File: src/rtl/fadd_pkg.sv
// rtl/fadd_pkg.sv - shared FP-adder types, flag indices and constant results
package fadd_pkg;

    typedef enum logic [2:0] {
        RNE = 3'b000,
        RTZ = 3'b001,
        RDN = 3'b010,
        RUP = 3'b011,
        RMM = 3'b100
    } rm_e;

    localparam int FF_NV = 4;
    localparam int FF_DZ = 3;
    localparam int FF_OF = 2;
    localparam int FF_UF = 1;
    localparam int FF_NX = 0;

    // Results are built in 64 bits and sliced by the user to {sign, exp, mant}.
    function automatic logic [63:0] canon_nan(input int ew, input int pc);
        return (((64'd1 << ew) - 64'd1) << pc) | (64'd1 << (pc - 1));
    endfunction

    function automatic logic [63:0] max_finite(input logic sign, input int ew, input int pc);
        return ({63'd0, sign} << (ew + pc))
             | (((64'd1 << ew) - 64'd2) << pc)
             | ((64'd1 << pc) - 64'd1);
    endfunction

endpackage

File: src/rtl/fadd_round_inc.sv
// rtl/fadd_round_inc.sv - round-increment decision from rm, sign, lsb, guard and sticky
module fadd_round_inc
    import fadd_pkg::*;
(
    input  logic [2:0] rm_i,
    input  logic       sign_i,
    input  logic       lsb_i,
    input  logic       guard_i,
    input  logic       sticky_i,
    output logic       inc_o,
    output logic       inexact_o
);

    // Reserved encodings fall through to round-to-nearest-even.
    always_comb begin
        inc_o = guard_i & (sticky_i | lsb_i);
        case (rm_e'(rm_i))
            RTZ:     inc_o = 1'b0;
            RDN:     inc_o = sign_i & (guard_i | sticky_i);
            RUP:     inc_o = ~sign_i & (guard_i | sticky_i);
            RMM:     inc_o = guard_i;
            default: inc_o = guard_i & (sticky_i | lsb_i);
        endcase
    end

    assign inexact_o = guard_i | sticky_i;

endmodule

File: src/rtl/fadd_s2.sv
// rtl/fadd_s2.sv - final FP-adder stage: path select, round, pack; flags gated by FADD_S2_FFLAGS_EN
module fadd_s2
    import fadd_pkg::*;
#(
    parameter int EXPWIDTH = 5,
    parameter int OUTPC    = 4
) (
    input  logic                      clk,
    input  logic                      rst,
    input  logic                      in_valid_i,
    output logic                      in_ready_o,
    input  logic [2:0]                in_rm_i,
    input  logic                      in_far_sign_i,
    input  logic                      in_near_sign_i,
    input  logic [EXPWIDTH-1:0]       in_far_exp_i,
    input  logic [EXPWIDTH-1:0]       in_near_exp_i,
    input  logic [OUTPC+2:0]          in_far_frac_i,
    input  logic [OUTPC+2:0]          in_near_frac_i,
    input  logic                      in_sel_far_path_i,
    input  logic                      in_special_case_nan_i,
    input  logic                      in_special_case_inf_i,
    input  logic                      in_special_case_inf_sign_i,
    input  logic                      in_special_case_iv_i,
    input  logic                      in_far_mul_of_i,
    input  logic                      in_near_sig_is_zero_i,
    output logic                      out_valid_o,
    input  logic                      out_ready_i,
    output logic [EXPWIDTH+OUTPC:0]   out_result_o,
    output logic [4:0]                out_fflags_o
);

    localparam int FW = OUTPC + 3;
    localparam int SW = EXPWIDTH + OUTPC;
    localparam int RW = SW + 1;

    localparam logic [63:0]         NAN_W    = canon_nan(EXPWIDTH, OUTPC);
    localparam logic [63:0]         MAXP_W   = max_finite(1'b0, EXPWIDTH, OUTPC);
    localparam logic [63:0]         MAXN_W   = max_finite(1'b1, EXPWIDTH, OUTPC);
    localparam logic [RW-1:0]       NAN_RES  = NAN_W[RW-1:0];
    localparam logic [RW-1:0]       MAXP_RES = MAXP_W[RW-1:0];
    localparam logic [RW-1:0]       MAXN_RES = MAXN_W[RW-1:0];
    localparam logic [EXPWIDTH-1:0] EXP_ONES = '1;

    logic stall;
    logic advance;

    assign stall      = out_valid_o & ~out_ready_i;
    assign advance    = ~stall;
    assign in_ready_o = advance;

    logic                sel_sign;
    logic [EXPWIDTH-1:0] sel_exp;
    logic [FW-1:0]       sel_frac;
    logic                rnd_inc;
    logic                rnd_inexact;

    assign sel_sign = in_sel_far_path_i ? in_far_sign_i : in_near_sign_i;
    assign sel_exp  = in_sel_far_path_i ? in_far_exp_i  : in_near_exp_i;
    assign sel_frac = in_sel_far_path_i ? in_far_frac_i : in_near_frac_i;

    fadd_round_inc u_round_inc (
        .rm_i      (in_rm_i),
        .sign_i    (sel_sign),
        .lsb_i     (sel_frac[2]),
        .guard_i   (sel_frac[1]),
        .sticky_i  (sel_frac[0]),
        .inc_o     (rnd_inc),
        .inexact_o (rnd_inexact)
    );

    // The hidden bit is implied by the exponent, so it is never consumed here.
    logic unused_bits;
`ifdef FADD_S2_FFLAGS_EN
    assign unused_bits = sel_frac[FW-1];
`else
    assign unused_bits = ^{sel_frac[FW-1], rnd_inexact, in_special_case_iv_i};
`endif

    logic                a_valid_q;
    logic                a_sign_q;
    logic [EXPWIDTH-1:0] a_exp_q;
    logic [OUTPC-1:0]    a_mant_q;
    logic                a_inc_q;
    rm_e                 a_rm_q;
    logic                a_nan_q;
    logic                a_inf_q;
    logic                a_inf_sign_q;
    logic                a_mul_of_q;
    logic                a_zero_q;
`ifdef FADD_S2_FFLAGS_EN
    logic                a_inexact_q;
    logic                a_iv_q;
`endif

    always_ff @(posedge clk) begin
        if (rst) begin
            a_valid_q    <= 1'b0;
            a_sign_q     <= 1'b0;
            a_exp_q      <= '0;
            a_mant_q     <= '0;
            a_inc_q      <= 1'b0;
            a_rm_q       <= RNE;
            a_nan_q      <= 1'b0;
            a_inf_q      <= 1'b0;
            a_inf_sign_q <= 1'b0;
            a_mul_of_q   <= 1'b0;
            a_zero_q     <= 1'b0;
`ifdef FADD_S2_FFLAGS_EN
            a_inexact_q  <= 1'b0;
            a_iv_q       <= 1'b0;
`endif
        end else if (advance) begin
            a_valid_q <= in_valid_i;
            if (in_valid_i) begin
                a_sign_q     <= sel_sign;
                a_exp_q      <= sel_exp;
                a_mant_q     <= sel_frac[FW-2:2];
                a_inc_q      <= rnd_inc;
                a_rm_q       <= rm_e'(in_rm_i);
                a_nan_q      <= in_special_case_nan_i;
                a_inf_q      <= in_special_case_inf_i;
                a_inf_sign_q <= in_special_case_inf_sign_i;
                a_mul_of_q   <= in_far_mul_of_i;
                a_zero_q     <= in_near_sig_is_zero_i & ~in_sel_far_path_i;
`ifdef FADD_S2_FFLAGS_EN
                a_inexact_q  <= rnd_inexact;
                a_iv_q       <= in_special_case_iv_i;
`endif
            end
        end
    end

    // A mantissa carry ripples straight into the exponent field, which also
    // promotes a carrying subnormal to exponent 1.
    logic [SW-1:0]       sum;
    logic [EXPWIDTH-1:0] sum_exp;
    logic                ovf;
    logic                ovf_to_max;

    assign sum        = {a_exp_q, a_mant_q} + SW'(a_inc_q);
    assign sum_exp    = sum[SW-1:OUTPC];
    assign ovf        = (sum_exp == EXP_ONES) | a_mul_of_q;
    assign ovf_to_max = (a_rm_q == RTZ) | ((a_rm_q == RDN) & ~a_sign_q)
                      | ((a_rm_q == RUP) & a_sign_q);

    logic [RW-1:0] result_d;
    logic [RW-1:0] out_result_q;
    logic          out_valid_q;
`ifdef FADD_S2_FFLAGS_EN
    logic [4:0]    fflags_d;
    logic [4:0]    out_fflags_q;
`endif

    always_comb begin
        result_d = {a_sign_q, sum};
`ifdef FADD_S2_FFLAGS_EN
        fflags_d = '0;
`endif
        if (a_nan_q) begin
            result_d = NAN_RES;
`ifdef FADD_S2_FFLAGS_EN
            fflags_d[FF_NV] = a_iv_q;
`endif
        end else if (a_inf_q) begin
            result_d = {a_inf_sign_q, EXP_ONES, {OUTPC{1'b0}}};
`ifdef FADD_S2_FFLAGS_EN
            fflags_d[FF_NV] = a_iv_q;
`endif
        end else if (a_zero_q) begin
            result_d         = '0;
            result_d[RW-1]   = (a_rm_q == RDN);
        end else if (ovf) begin
            if (ovf_to_max) begin
                result_d = a_sign_q ? MAXN_RES : MAXP_RES;
            end else begin
                result_d = {a_sign_q, EXP_ONES, {OUTPC{1'b0}}};
            end
`ifdef FADD_S2_FFLAGS_EN
            fflags_d[FF_OF] = 1'b1;
            fflags_d[FF_NX] = 1'b1;
`endif
        end else begin
`ifdef FADD_S2_FFLAGS_EN
            fflags_d[FF_NX] = a_inexact_q;
            fflags_d[FF_UF] = a_inexact_q & (sum_exp == '0);
`endif
        end
    end

    always_ff @(posedge clk) begin
        if (rst) begin
            out_valid_q  <= 1'b0;
            out_result_q <= '0;
`ifdef FADD_S2_FFLAGS_EN
            out_fflags_q <= '0;
`endif
        end else if (advance) begin
            out_valid_q <= a_valid_q;
            if (a_valid_q) begin
                out_result_q <= result_d;
`ifdef FADD_S2_FFLAGS_EN
                out_fflags_q <= fflags_d;
`endif
            end
        end
    end

    assign out_valid_o  = out_valid_q;
    assign out_result_o = out_result_q;
`ifdef FADD_S2_FFLAGS_EN
    assign out_fflags_o = out_fflags_q;
`else
    assign out_fflags_o = 5'b0;
`endif

endmodule

File: config.mk
export PLATFORM = sky130hd
export DESIGN_NAME = fadd_s2
export DESIGN_NICKNAME = d
export VERILOG_FILES = /design/src/rtl/fadd_pkg.sv /design/src/rtl/fadd_round_inc.sv /design/src/rtl/fadd_s2.sv
export SDC_FILE = /design/constraint.sdc
export NUM_CORES = 1
export LEC_CHECK = 0
export CAP_MARGIN = 10
export CORE_MARGIN = 2
export CORE_UTILIZATION = 49
export DETAILED_ROUTE_END_ITERATION = 8
export PLACE_DENSITY_LB_ADDON = 0.12
export SLEW_MARGIN = 20
export SYNTH_ARGS = -nofsm -noshare
export SYNTH_HDL_FRONTEND = slang
export SYNTH_SLANG_ARGS = --single-unit
File: constraint.sdc
create_clock -name clk -period 4.8 [get_ports clk]
set_input_delay 0.72 -clock clk [delete_from_list [all_inputs] [get_ports clk]]
set_output_delay 0.72 -clock clk [all_outputs]
set_load 0.01 [all_outputs]
# == Word-level counts from Yosys, hierarchy flattened ==
# Index checks and enable logic that the tools add are counted.
# totals
in_bits,40
reg_bits,31
elab_cells,51
output_inout_bits,17
# op_classes
reduce_logical,2
bitwise_logic,17
mux,10
add_sub_neg,1
n_eq_ne,8
# op_table
op,n
$mux W10,6
$eq A3 B2 Y1 const B,4
$add A9 B1 Y9,1
$and A1 B1 Y1,7
$eq A3 B1 Y1 const B,2
$mux W6,1
$eq A5 B5 Y1 const B,1
$mux W5,1
$not A1 Y1,5
$or A1 B1 Y1,5
$pmux W1 S4,1
$reduce_and A2 Y1,2
$eq A3 B3 Y1 const B,1
$mux W1,1

# == Logic depth before layout (Yosys ltp) ==
# depth
depth_word,9
depth_mapped,9
depth_no_buf,8

# == Cells and area by module ==
# From an unflattened synthesis, not the netlist that was laid out.
# unflattened
hier_cells,196
area_unflattened_um2,1659.1
# by_module_without_submodules
module,cells_each,n_inst,seq_area_each_um2,area_each_um2
fadd_s2,189,1,620.6,1610.3
fadd_round_inc,7,1,0.0,48.8

# == Worst setup path after synthesis ==
# No wires, ideal clock.
# synth_timing
path_type,register -> register
start,register a_mant_q[0]
end,"register out_result_q[3], in the netlist out_result_o[3]"
stages_incl_launch_ff,10
arrival_ns,1.938
path_slack_ns,2.742
period_less_slack_ns,2.058
setup_time_ns,0.120
n_path_buf,1
t_required_ns,4.680
path_cell_list,dfxtp_1 > ha_1 > ha_1 > buf_8 > and3_1 > nand3b_1 > nand3_1 > and3_4 > o311a_1 > o31a_1
# synth_between
elab_chain_len,7
# synth_rtl
item,line_no,source
start: declaration,fadd_s2.sv:82,logic [OUTPC-1:0] a_mant_q;
start signal: assignment,fadd_s2.sv:117,a_mant_q <= sel_frac[FW-2:2];
$add A9 B1 Y9 *,fadd_s2.sv:140,"assign sum = {a_exp_q, a_mant_q} + SW'(a_inc_q);"
$eq A5 B5 Y1,fadd_s2.sv:142,assign ovf = (sum_exp == EXP_ONES) | a_mul_of_q;
$or A1 B1 Y1,fadd_s2.sv:142,
$mux W10 *,fadd_s2.sv:172,end else if (ovf) begin
$mux W10 *,fadd_s2.sv:169,end else if (a_zero_q) begin
$mux W10 *,fadd_s2.sv:164,end else if (a_inf_q) begin
$mux W10 *,fadd_s2.sv:159,if (a_nan_q) begin
end signal: assignment,fadd_s2.sv:200,out_result_q <= result_d;
end: declaration,fadd_s2.sv:147,logic [RW-1:0] out_result_q;
# Mark *: on every way between the ends. The rest lies on a longest branch, timed or not.
# A chain may end at the register's enable or synchronous reset.

# == Worst setup path in the final report ==
# layout_timing
start,input out_ready_i
end,output in_ready_o
# layout_between
elab_chain_len,3
# layout_rtl
item,line_no,source
start: declaration,fadd_s2.sv:27,"input logic out_ready_i,"
$not A1 Y1,fadd_s2.sv:47,assign stall = out_valid_o & ~out_ready_i;
$and A1 B1 Y1,fadd_s2.sv:47,
$not A1 Y1 (no line),--,
end: declaration,fadd_s2.sv:11,"output logic in_ready_o,"
# No other way between the ends.

==> flow_summary_export.csv <==
group,metric,value,unit
logic_synthesis,synth.largest_area_cell,"dfxtp_1",
logic_synthesis,synthAdderAreaFrac,2.07,%
route,routed_wl,3.28,mm
sta,worst_slew_pin_slew,0.964,ns
logic_synthesis,synthTopCellsByArea,"dfxtp_1, mux2i_1, a211oi_1, nor2_1, nand2_1",
logic_synthesis,synth_compound_area_share,21.2,%
floorplan,core_area,3340,um^2
worst_setup_path,arrival,1.94,ns
logic_synthesis,synthArstFlopShare,0,%
floorplan,dieHeight,62.8,um
route,ant_nets,0,
clock_tree,clkTransAtPathRegs,0.08,ns
sta,max_freq,376,MHz
global_routing,grt_overflow_total,0,
logic_synthesis,yosys.cell_count.top_type,"dfxtp_1",
logic_synthesis,avgSynthCellArea,8.21,um^2
logic_synthesis,synth_edf_count,0,
worst_setup_path,path_class,"input pin to output pin",
sta,setup_violations,0,
power,power,543,uW
cells_and_area,register_area,621,um^2
flow_run,maxCapViolations,0,
place,port_buffers,48,
worst_setup_path,reg2reg_depth,8,
logic_synthesis,yosys-top-cells-count,"dfxtp_1, nor2_1, nand2_1",
power,p_per_area,250,nW/um^2
worst_hold_path,hold_path_depth,2,
worst_setup_path,crit_fanout,7,
clock_tree,clockRootBuffer,"clkbuf_4",
cells_and_area,fillers,325,
worst_setup_path,rrSetupSlack,2.61,ns
cells_and_area,area_delta_synth_final,28.3,%
sta,slew_violations,0,
route,viasPerCell,5.14,
cells_and_area,utilization,65.1,%
power,peakVddDrop,125,uV
cells_and_area,nets,288,
worst_hold_path,hold_path_class,"register to register",
logic_synthesis,syn-cell-area,1690,um^2
global_routing,grt_pass1_vias,1383,
place,gp_congestion,0.858,
floorplan,die_x,62.8,um
place,preCtsSetupSlack,2.07,ns
route,wl_per_cell,11.3,um
clock_tree,cts_tree,"done",
clock_tree,cts_made_buffers,5,
worst_hold_path,hold_path_end,"out_result_o[1]",
global_routing,grt_pass1_wl,6.07,mm
logic_synthesis,synth.top_cell.area_share,36.7,%
worst_setup_path,r2r_end,"out_result_o[3]",
logic_synthesis,ys_seq_elements,31,
worst_setup_path,worstPathRequired,4.08,ns
sta,finClkSkew,0.00504,ns
clock_tree,clkLatencyLatePin,0.33,ns
place,dp_hpwl,2.52,mm
worst_setup_path,crit-reg2reg-launch,"a_mant_q[0]",
route,drtIter0Drc,48,
clock_tree,post_cts_buffers,0,
global_routing,antenna_found_initial,0,
clock_tree,clockBufferDepth,2,
global_routing,grt_max_degree,31,
logic_synthesis,synthMuxAreaShare,6.51,%
route,drc_errors,0,
logic_synthesis,synth-simple-area-share,22.8,%
floorplan,initial_core_util,50.7,%
floorplan,row_count,21,
logic_synthesis,ys_warn_count,0,
clock_tree,cts_htree_levels,2,
logic_synthesis,syn-instance-count,206,
cells_and_area,final_cells,291,
cells_and_area,multi_input_area,968,um^2
sta,fin_crit,2.66,ns
logic_synthesis,synth_top_flop_cell,"dfxtp_1",
worst_setup_path,crit_path_start_kind,"input pin",
power,p_leak,0.000817,uW
global_routing,grt.total_usage,19.1,%
logic_synthesis,synthXorXnorAreaFrac,3.62,%
worst_setup_path,cp-end-kind,"output pin",
sta,setup_tns,0,ns
worst_hold_path,worstHoldStart,"out_result_o[1]",
sta,finalHoldViolCount,0,
clock_tree,cts.sink_count,31,
run_status,outcome,"complete, no violations",
route,vias,1496,
sta,rsz0062_at_grt,"no",
logic_synthesis,netlist-cell-type-count,44,
floorplan,die-area,3940,um^2
cells_and_area,drive_gt1_share,5.31,%
place,dp_cells,285,
floorplan,ios,57,
cells_and_area,diodes,0,
logic_synthesis,ys_seq_area_share,36.7,%
logic_synthesis,synth_top_family_by_area,"simple AND/OR/NAND/NOR gates",
sta,slew_headroom,35.7,%
clock_tree,cts.hold.buffers_added,0,
clock_tree,cts_resized,0,
sta,min_period_over_period,55.4,%
route,first_pass_iters,4,
sta,setup_slack,2.14,ns
[report_power, final]
group	switching [uW]	total [uW]	internal (uW)	leakage, uW
logic	50.9	119	68.1	0.000537
registers	17.7	293	275	0.000256
clock network	78.9	131	51.9	0.0000242
[stage by stage]
stage	instance area (um^2)	hold slack [ns]
finish	2170	0.455
detailed placement	2130	0.446
CTS	2180	0.465
floorplan	1710	0.437
global route	2170	0.495
global placement	2130	0.441
[layout make-up]
class | instances | area share [%]
clock buffers | 6 | 1.90
inverters | 2 | 0.346
multi-input cells | 158 | 44.6
flip-flops and latches | 31 | 28.6
well taps | 46 | 2.65
repair buffers | 48 | 21.9
[how the worst max path moves through the flow]
stage / start / slack [ns] / cells after the start / endpoint
3_3_place_gp: in_sel_far_path_i / 2.09 / 6 / a_inc_q
3_5_place_dp: in_sel_far_path_i / 2.07 / 6 / a_inc_q
6_report: out_ready_i / 2.14 / 3 / in_ready_o
5_1_grt: out_ready_i / 2.06 / 3 / in_ready_o
4_1_cts: out_ready_i / 2.13 / 3 / in_ready_o
2_1_floorplan: a_mant_q[0] / 2.74 / 9 / out_result_o[3]
[metal layers]
layer  wire length, um  vias up  global-route usage, %
met2              1490       43                   31.9
met4                42        0                   5.00
li1                  -      799                      -
met1              1570      649                   23.6
met5                 0        -                      0
met3               187        5                   6.31
[layout by cell type (no fill, tap or decap), drive strengths merged, types with 3 or more instances in the layout]
| cell | count |
|---|---|
| and2 | 3 |
| mux2i | 11 |
| clkdlybuf4s50 | 47 |
| conb | 5 |
| nand2 | 24 |
| nand3b | 3 |
| o21ai | 5 |
| a21oi | 16 |
| dfxtp | 31 |
| nor3 | 6 |
| nor2 | 28 |
| xnor2 | 5 |
| nand3 | 3 |
| clkbuf | 6 |
| o21bai | 4 |
| a211oi | 15 |
[worst max-delay path: stages]
cell and delay, ns:
clkdlybuf4s50_1 0.45, nand2b_1 0.20, clkdlybuf4s50_1 0.57
[flip-flops by register name (all words and copies together) (netlist names)]
| name | flops |
|---|---|
| out_result_o | 10 |
| a_exp_q | 5 |
| a_mant_q | 4 |
| a_rm_q | 3 |
| a_inc_q | 1 |
| a_inf_q | 1 |
| a_inf_sign_q | 1 |
| a_mul_of_q | 1 |
| a_nan_q | 1 |
| a_sign_q | 1 |
| a_valid_q | 1 |
| a_zero_q | 1 |
| out_valid_o | 1 |
[kinds of logic after synthesis]
family,after synthesis
and+or+nand+nor,80
adders and majority gates,3
DFF,31
muxes,11
xor gates and xnor gates,7
other,1
buffers and inverters,21
AOI/OAI and AO/OA,52
Note: power is estimated with default switching activity, not from simulation.
